File: src/rtl/playfield_engine.sv
// Playfield engine: double-buffered playfield bitmap with optional
// mirroring, register bus, frame counter and scanline-compare interrupt.
module playfield_engine #(
    parameter int PF_BITS        = 22,
    parameter int PIXELS_PER_BIT = 16,
    parameter int H_START        = 96,
    parameter int H_ACTIVE       = 720
) (
    input  logic       clk,
    input  logic       reset,
    input  logic       enable,
    input  logic       write_enable,
    input  logic [5:0] address,
    input  logic [7:0] data_in,
    output logic [7:0] data_out,
    input  logic [9:0] hpos,
    input  logic [9:0] vpos,
    input  logic       in_hblank,
    input  logic       in_vblank,
    output logic [7:0] red,
    output logic [7:0] green,
    output logic [7:0] blue,
    output logic       irq
);

    localparam int          SHIFT   = $clog2(PIXELS_PER_BIT);
    localparam logic [31:0] MASK32  = (32'd1 << PF_BITS) - 32'd1;
    localparam logic [23:0] PF_MASK = MASK32[23:0];
    localparam logic [10:0] HS      = 11'(H_START);
    localparam logic [10:0] HA      = 11'(H_ACTIVE);
    localparam logic [10:0] PFB     = 11'(PF_BITS);
    localparam logic [10:0] PF2     = 11'(2 * PF_BITS);

    logic [23:0] shadow, active, shadow_next;
    logic [2:0]  ctrl;
    logic [7:0]  col [9];
    logic [9:0]  line_cmp;
    logic [7:0]  frame_count;
    logic        irq_pending, vblank_q, hblank_q;
    logic        rd_en, wr_pf, commit, irq_set, irq_clr;
    logic [7:0]  rd_data;
    logic [10:0] x, idx;
    logic [4:0]  midx;
    logic        in_area;
    logic [23:0] pix_col, fg, bg, border;

    assign fg     = {col[0], col[1], col[2]};
    assign bg     = {col[3], col[4], col[5]};
    assign border = {col[6], col[7], col[8]};

    // Bus decode, vblank commit / hblank irq edges, next shadow value
    always_comb begin
        rd_en       = enable & ~write_enable;
        wr_pf       = write_enable && (address <= 6'h02);
        commit      = in_vblank & ~vblank_q;
        irq_set     = in_hblank & ~hblank_q & (vpos == line_cmp) & ctrl[2];
        irq_clr     = (write_enable && address == 6'h0f && data_in[0])
                    || (rd_en && address == 6'h0f);
        shadow_next = shadow;
        if (write_enable) begin
            case (address)
                6'h00: shadow_next[7:0]   = data_in;
                6'h01: shadow_next[15:8]  = data_in;
                6'h02: shadow_next[23:16] = data_in & PF_MASK[23:16];
                default: ;
            endcase
        end
    end

    // Read-back multiplexer
    always_comb begin
        rd_data = '0;
        if (address inside {[6'h04:6'h0c]}) begin
            rd_data = col[4'(address - 6'd4)];
        end else begin
            case (address)
                6'h00: rd_data = shadow[7:0];
                6'h01: rd_data = shadow[15:8];
                6'h02: rd_data = shadow[23:16];
                6'h03: rd_data = {5'b0, ctrl};
                6'h0d: rd_data = line_cmp[7:0];
                6'h0e: rd_data = {6'b0, line_cmp[9:8]};
                6'h0f: rd_data = {6'b0, in_vblank, irq_pending};
                6'h10: rd_data = frame_count;
                default: rd_data = '0;
            endcase
        end
    end

    // Pixel colour selection; blanking overrides everything
    always_comb begin
        x       = {1'b0, hpos} - HS;
        in_area = ({1'b0, hpos} >= HS) && (x < HA);
        idx     = x >> SHIFT;
        midx    = 5'(PF2 - 11'd1 - idx);
        pix_col = border;
        if (in_hblank || in_vblank) begin
            pix_col = '0;
        end else if (!in_area) begin
            pix_col = border;
        end else if (idx < PFB) begin
            pix_col = active[idx[4:0]] ? fg : bg;
        end else if (ctrl[0] && idx < PF2) begin
            pix_col = active[midx] ? fg : bg;
        end
    end

    // Register file, playfield buffers, frame counter and interrupt state
    always_ff @(posedge clk) begin
        if (reset) begin
            shadow      <= '0;
            active      <= '0;
            ctrl        <= '0;
            line_cmp    <= '0;
            frame_count <= '0;
            irq_pending <= 1'b0;
            irq         <= 1'b0;
            data_out    <= '0;
            vblank_q    <= 1'b0;
            hblank_q    <= 1'b0;
            for (int i = 0; i < 9; i++) col[i] <= 8'h00;
            col[0] <= 8'hff;
            col[5] <= 8'hff;
            col[7] <= 8'h55;
        end else begin
            vblank_q <= in_vblank;
            hblank_q <= in_hblank;
            shadow   <= shadow_next;
            if (commit) begin
                active      <= shadow;
                frame_count <= frame_count + 8'd1;
            end
            if (wr_pf && ctrl[1]) active <= shadow_next;
            if (write_enable) begin
                if (address inside {[6'h04:6'h0c]}) begin
                    col[4'(address - 6'd4)] <= data_in;
                end else begin
                    case (address)
                        6'h03: ctrl          <= data_in[2:0];
                        6'h0d: line_cmp[7:0] <= data_in;
                        6'h0e: line_cmp[9:8] <= data_in[1:0];
                        default: ;
                    endcase
                end
            end
            irq_pending <= irq_set | (irq_pending & ~irq_clr);
            irq         <= irq_pending & ctrl[2];
            if (rd_en) data_out <= rd_data;
        end
    end

    // Registered colour output, one clock after the timing inputs
    always_ff @(posedge clk) begin
        if (reset) begin
            red   <= '0;
            green <= '0;
            blue  <= '0;
        end else begin
            {red, green, blue} <= pix_col;
        end
    end

endmodule
File: config.mk
export PLATFORM = sky130hd
export DESIGN_NAME = playfield_engine
export DESIGN_NICKNAME = d
export VERILOG_FILES = /design/src/rtl/playfield_engine.sv
export SDC_FILE = /design/constraint.sdc
export NUM_CORES = 1
export LEC_CHECK = 0
export ABC_CLOCK_PERIOD_IN_PS = 2900
export BUFFER_PORTS_ARGS = -buffer_cell sky130_fd_sc_hd__clkbuf_2
export CAP_MARGIN = 5
export CORE_MARGIN = 2
export CORE_UTILIZATION = 50
export DETAILED_ROUTE_END_ITERATION = 8
export GPL_TIMING_DRIVEN = 0
export PLACE_DENSITY = 0.7
export SLEW_MARGIN = 0
export SYNTH_ARGS = -nofsm -noshare
export SYNTH_HDL_FRONTEND = slang
export SYNTH_SLANG_ARGS = --single-unit
export TNS_END_PERCENT = 10
File: constraint.sdc
create_clock -name clk -period 2.9 [get_ports clk]
set_input_delay 0.29 -clock clk [delete_from_list [all_inputs] [get_ports clk]]
set_output_delay 0.29 -clock clk [all_outputs]
set_load 0.05 [all_outputs]
==> out/metrics.yaml, run 1 <==
antenna_found_initial: 0
place_area_mm2: 0.0123
outcome: "complete, no violations"
maxCapViolations: 0
total_leakage_power_nw: 4.76
peakVddDrop_v: 0.000392
hp-class: "input pin to flop"
cts_tree: "done"
crit_type: "input pin to flop"
drc: 0
yosysUniqueCellTypes: 61
die_area_mm2: 0.0243
start_kind: "input pin"
grt_max_degree: 15
synthTopCellsByArea: "edfxtp_1, dfxtp_1, mux4_2, mux2i_1, nor2_1"
worst_pin_slew_ps: 1260
powerDensity_mw_per_mm2: 576
syn_to_final_growth_pct: 13.6
finalMaxSlewViolations: 0
path_buf_inv: 4
grt_pass1_vias: 8471
synth_fa_ha_area_share_pct: 0.975
yosys_warnings: 0
wirelength_mm: 34.0
synthFlopType: "dfxtp_1"
netlist.area_leader.share_pct: 29.1
synth_cells: 1053
grt_pass1_wl_mm: 51.1
synthXorXnorAreaFrac_pct: 1.36
cts_hold_buf: 0
total_power_mw: 7.55
synth_area_leader_cell: "edfxtp_1"
hpwl_mm: 24.9
finalHoldViolations: 0
synth_edf_count: 112
timing.hold.ws_ps: 33.1
synthSimpleGateAreaFrac_pct: 17.0
synth_top_family_by_area: "simple AND/OR/NAND/NOR gates"
clk_pin_slew_ps: 60
worstSkewPairLatency_ps: 540
h-tree-depth: 1
finalCriticalPeriod_ps: 2850
synth.ff_latch_count: 233
grtUsageTotal_pct: 27.6
fin_cells: 1454
avgSynthCellArea_um2: 11.0
crit_required_ps: 3280
async_reset_ff_share_pct: 0
crit_chain: "clkbuf_2, buf_2, clkbuf_1, buf_2, mux4_2, mux4_2, a211oi_1, nor3_1"
place_congestion: 0.952
cp_slowest_cell: "clkbuf_1"
fin_ws_ps: 45.8
cts_buffer_depth: 3
drive_above_1_share_pct: 16.9
post-route-period-util_pct: 98.4
syn-cell-area_mm2: 0.0116
maxSlewHeadroom_pct: 15.5
num_vias: 9378
cts_num_sinks: 233
first_pass_iters: 6
nets: 1199
syn_nets: 1102
critical-path-max-stage-delay_ps: 550
ant_nets: 0
dp.cells: 1404
dr.first_iter.drc_count: 1194
synth_commonest_cells: "nor2_1, dfxtp_1, edfxtp_1, clkbuf_1, mux2i_1"
port_buffers: 62
crit_family: "buffers and inverters"
grt_overflow_total: 0
dp_slack_ps: -726
rows: 55
coreArea_mm2: 0.0226
crit_path_end_kind: "flop"
critPathArrivalTime_ps: 3230
ios: 73
start_util_pct: 51.0
n_antenna_cell: 0
setup_viol: 0
final_area_mm2: 0.0131
wl_per_cell_um: 23.4
die_w_um: 156
timing.fmax_ghz: 0.350
viasPerCell: 6.45
cts_made_buffers: 25
die_height_um: 156
yosysMostFrequentCell: "nor2_1"
crit_fanout: 10
synth_compound_area_share_pct: 12.3
fin_skew_ps: 29.4
yosysSeqAreaShare_pct: 50.1
root_buffer: "clkbuf_16"
synthMuxAreaShare_pct: 14.3
==> stage by stage <==
stage | utilization, % | setup TNS [ps]
2_1_floorplan | - | -3890
4_1_cts | 57.7 | 0
5_1_grt | 58.0 | -87.2
6_report | 58.0 | 0
3_3_place_gp | 54.0 | -79650
3_5_place_dp | 54.2 | -57310
==> final timing paths <==
| kind | from | end | slack (ps) | depth (start not counted) |
|---|---|---|---|---|
| setup / recovery | address[1] | data_out[3]$_SDFFE_PP0P_ | 50 | 8 |
| hold / removal | in_hblank | hblank_q$_SDFF_PP0_ | 30 | 2 |
| setup reg to reg | active[16]$_SDFFE_PP0P_ | blue[6]$_SDFF_PP0_ | 610 | 8 |
| hold reg to reg | irq_pending$_SDFF_PP0_ | irq$_SDFF_PP0_ | 490 | 2 |
==> where the power goes <==
part	total, mW	internal, mW	switching, mW	leakage, nW
registers	3.62	3.53	0.0878	2.17
clock network	3.06	1.75	1.31	0.380
logic	0.879	0.309	0.570	2.20
total	7.55	5.59	1.97	4.76
==> layer usage <==
metal / global-route usage [%] / vias up / wire (µm)
met5: 0 / - / 0
met4: 8.26 / 0 / 979
met3: 5.33 / 58 / 3720
met2: 41.0 / 527 / 14700
met1: 41.3 / 4588 / 14600
li1: - / 4205 / -
==> layout make-up <==
class                           instances  area (µm²)
Multi-Input combinational cell        707        5360
Sequential cell                       233        5790
Buffer                                 92         397
Clock buffer                           35         684
Timing Repair Buffer                   70         370
Inverter                               21        78.8
Fill cell                            1917        9520
Clock inverter                         11        91.3
Tap cell                              285         357
==> state kept, by name (all words and copies together) (netlist names) <==
signal	count
blue	8
col	128
line_cmp	10
ctrl	3
active	24
hblank_q	1
irq	1
green	8
shadow	24
frame_count	8
irq_pending	1
data_out	8
vblank_q	1
red	8
==> cell families after synthesis <==
family,count (synthesis)
xor gates and xnor gates,18
and+or+nand+nor,387
muxes,109
AOI/OAI and AO/OA,184
buffers and inverters,113
adders and majority gates,9
DFF,233
==> worst reg2reg max path: stages (launching register included) <==
cell	delay (ps)
dfxtp_1	330
mux2_2	270
or3_1	300
nand4b_1	110
nand3_1	260
nand2b_1	160
clkbuf_1	260
buf_2	300
o2111a_1	250
==> what timing repair did <==
| action | in CTS | in global routing |
|---|---|---|
| endpoints found under the setup margin | 25 | 75 |
| buffers inserted | 0 | 4 |
| pin swaps | 0 | 0 |
| hold endpoints to repair | 0 | 0 |
| resized for setup | 4 | 15 |
==> cells in the final DEF (no fill, tap or decap), types with 4 or more instances in the layout <==
master and n:
and2_1 29, edfxtp_1 112, mux2i_1 59, clkbuf_2 64, inv_6 4, nor2_2 5, nor4_2 4, dfxtp_1 121
ha_1 8, nor2b_1 8, xor2_1 9, mux4_2 44, o21ai_0 6, o2111a_1 25, a31oi_1 9, nor3_1 29
clkbuf_16 26, or2_2 6, nor4_1 49, a21oi_1 27, inv_1 21, o21a_1 24, or3_1 31, a22oi_1 16
nand2_1 47, a211o_1 12, nand2b_1 12, o22ai_1 22, xnor2_1 9, nor2_1 126, nand4_1 7, buf_4 12
a211oi_1 20, mux2_2 5, nand3_1 17, buf_2 12, clkbuf_1 77
(Power assumes the default switching activity.)
==> run 2: changes to the inputs <==
- CORE_ASPECT_RATIO: unset -> 1.75
==> run 2 against run 1 <==
Effect of this change: the run now ends with setup timing left; critical path depth is 1 higher; die area is 0.20% higher; final area is 0.74% lower; largest cell class unchanged; clock power is 11% lower; worst setup slack worse by 95 ps; sequential cell count stayed put; hold slack better by 2.0 ps.
==> out/metrics.yaml, run 2 (synthesized netlist as in run 1, its figures left out) <==
outcome: "complete, but fails checks"
violations: "setup timing"
hp-class: "input pin to flop"
cts_buffer_depth: 3
final_common_cell: "nor2_1"
peakVddDrop_v: 0.000396
drive_above_1_share_pct: 16.7
post-cts-setup-buffer-count: 0
crit_required_ps: 3100
ant_nets: 0
cts_tree: "done"
cts_hold_buf: 0
grt_max_degree: 16
finalCriticalPeriod_ps: 2950
ios: 73
total_power_mw: 7.23
fill_cells: 1971
maxCapViolations: 0
hpwl_mm: 27.7
rows: 73
nets: 1193
fin_skew_ps: 14.2
setup_tns_ps: -322
die_area_mm2: 0.0244
die_w_um: 119
fin_ws_ps: -49.3
worstSkewPairLatency_ps: 530
largest_reg_flops: 128
post-route-period-util_pct: 102
powerDensity_mw_per_mm2: 555
coreArea_mm2: 0.0227
finalHoldViolations: 0
total_leakage_power_nw: 4.68
setup_viol: 7
worst_pin_slew_ps: 902
crit_type: "input pin to flop"
h-tree-depth: 1
n_antenna_cell: 0
grt_pass1_wl_mm: 55.2
wl_per_cell_um: 25.3
top_regs: "col (128), active (24), shadow (24)"
ff_latch_area_mm2: 0.00579
dr.first_iter.drc_count: 997
clk_pin_slew_ps: 60
antenna_found_initial: 0
grt_overflow_total: 0
timing.fmax_ghz: 0.339
grt_pass1_vias: 9204
cts_num_sinks: 233
drc: 0
first_pass_iters: 6
maxSlewHeadroom_pct: 39.4
die_height_um: 205
top_register: "col"
wirelength_mm: 36.9
cts_made_buffers: 22
timing.hold.ws_ps: 35.1
viasPerCell: 6.33
num_vias: 9235
syn_to_final_growth_pct: 12.8
port_buffers: 62
finalMaxSlewViolations: 0
start_kind: "input pin"
crit_fanout: 10
root_buffer: "clkbuf_16"
critPathArrivalTime_ps: 3150
dp_slack_ps: -729
start_util_pct: 50.8
rsz0062_at_grt: "true"
grtUsageTotal_pct: 30.5
multi_input_area_mm2: 0.00537
mostFrequentLayoutCells: "nor2_1, dfxtp_1, edfxtp_1"
crit_path_end_kind: "flop"
place_congestion: 0.989
## run 2: area by class of cell
class | instances | area share, %
flip-flops and latches | 233 | 44.4
multi-input cells | 707 | 41.2
clock buffers | 26 | 4.50
plain buffers | 92 | 3.11
well taps | 300 | 2.88
repair buffers | 67 | 2.67
inverters | 21 | 0.605
clock inverters | 14 | 0.596
## run 2: per-layer routing
layer	vias up	track usage, %	wire length, µm
met1	4407	31.3	11900
met2	485	55.6	19200
met3	170	3.81	2390
met5	-	0	0
li1	4173	-	-
met4	0	23.7	3450
## run 2: path summary, 6_finish.rpt
kind	startpoint	endpoint	slack [ps]	cells past startpoint
hold reg to reg	ctrl[2]$_SDFFE_PP0P_	irq$_SDFF_PP0_	490	2
hold / removal	in_hblank	hblank_q$_SDFF_PP0_	40	2
setup reg to reg	active[16]$_SDFFE_PP0P_	green[0]$_SDFF_PP0_	500	8
setup / recovery	address[3]	col[12][3]$_DFFE_PP_	-50	9
## run 2: critical path, cell delays in order
cell and delay (ps):
clkbuf_2 100, inv_1 110, ha_1 160, or3b_4 400, a221oi_4 600, nand3b_4 210, clkbuf_1 340, nor2_1 630
inv_1 300
## run 2: per-stage QoR
stage	instance area [µm²]	utilization, %	std cells
finish	13000	57.3	1460
global route	13000	57.3	1460
CTS	13000	57.1	1459
detailed placement	12300	54.1	1419
global placement	12200	53.8	1415
floorplan	11600	-	1053
## run 2: power by group
part           internal [mW]  switching (mW)  total, mW
sequential              3.53          0.0922       3.62
clock                   1.45            1.27       2.72
combinational          0.303           0.580      0.883
total                   5.28            1.94       7.23
## run 2: timing repair
| action | CTS | global route |
|---|---|---|
| gates resized for setup | 8 | 14 |
| pin swaps | 0 | 0 |
| cloned | 0 | 0 |
| setup endpoints to repair | 33 | 90 |
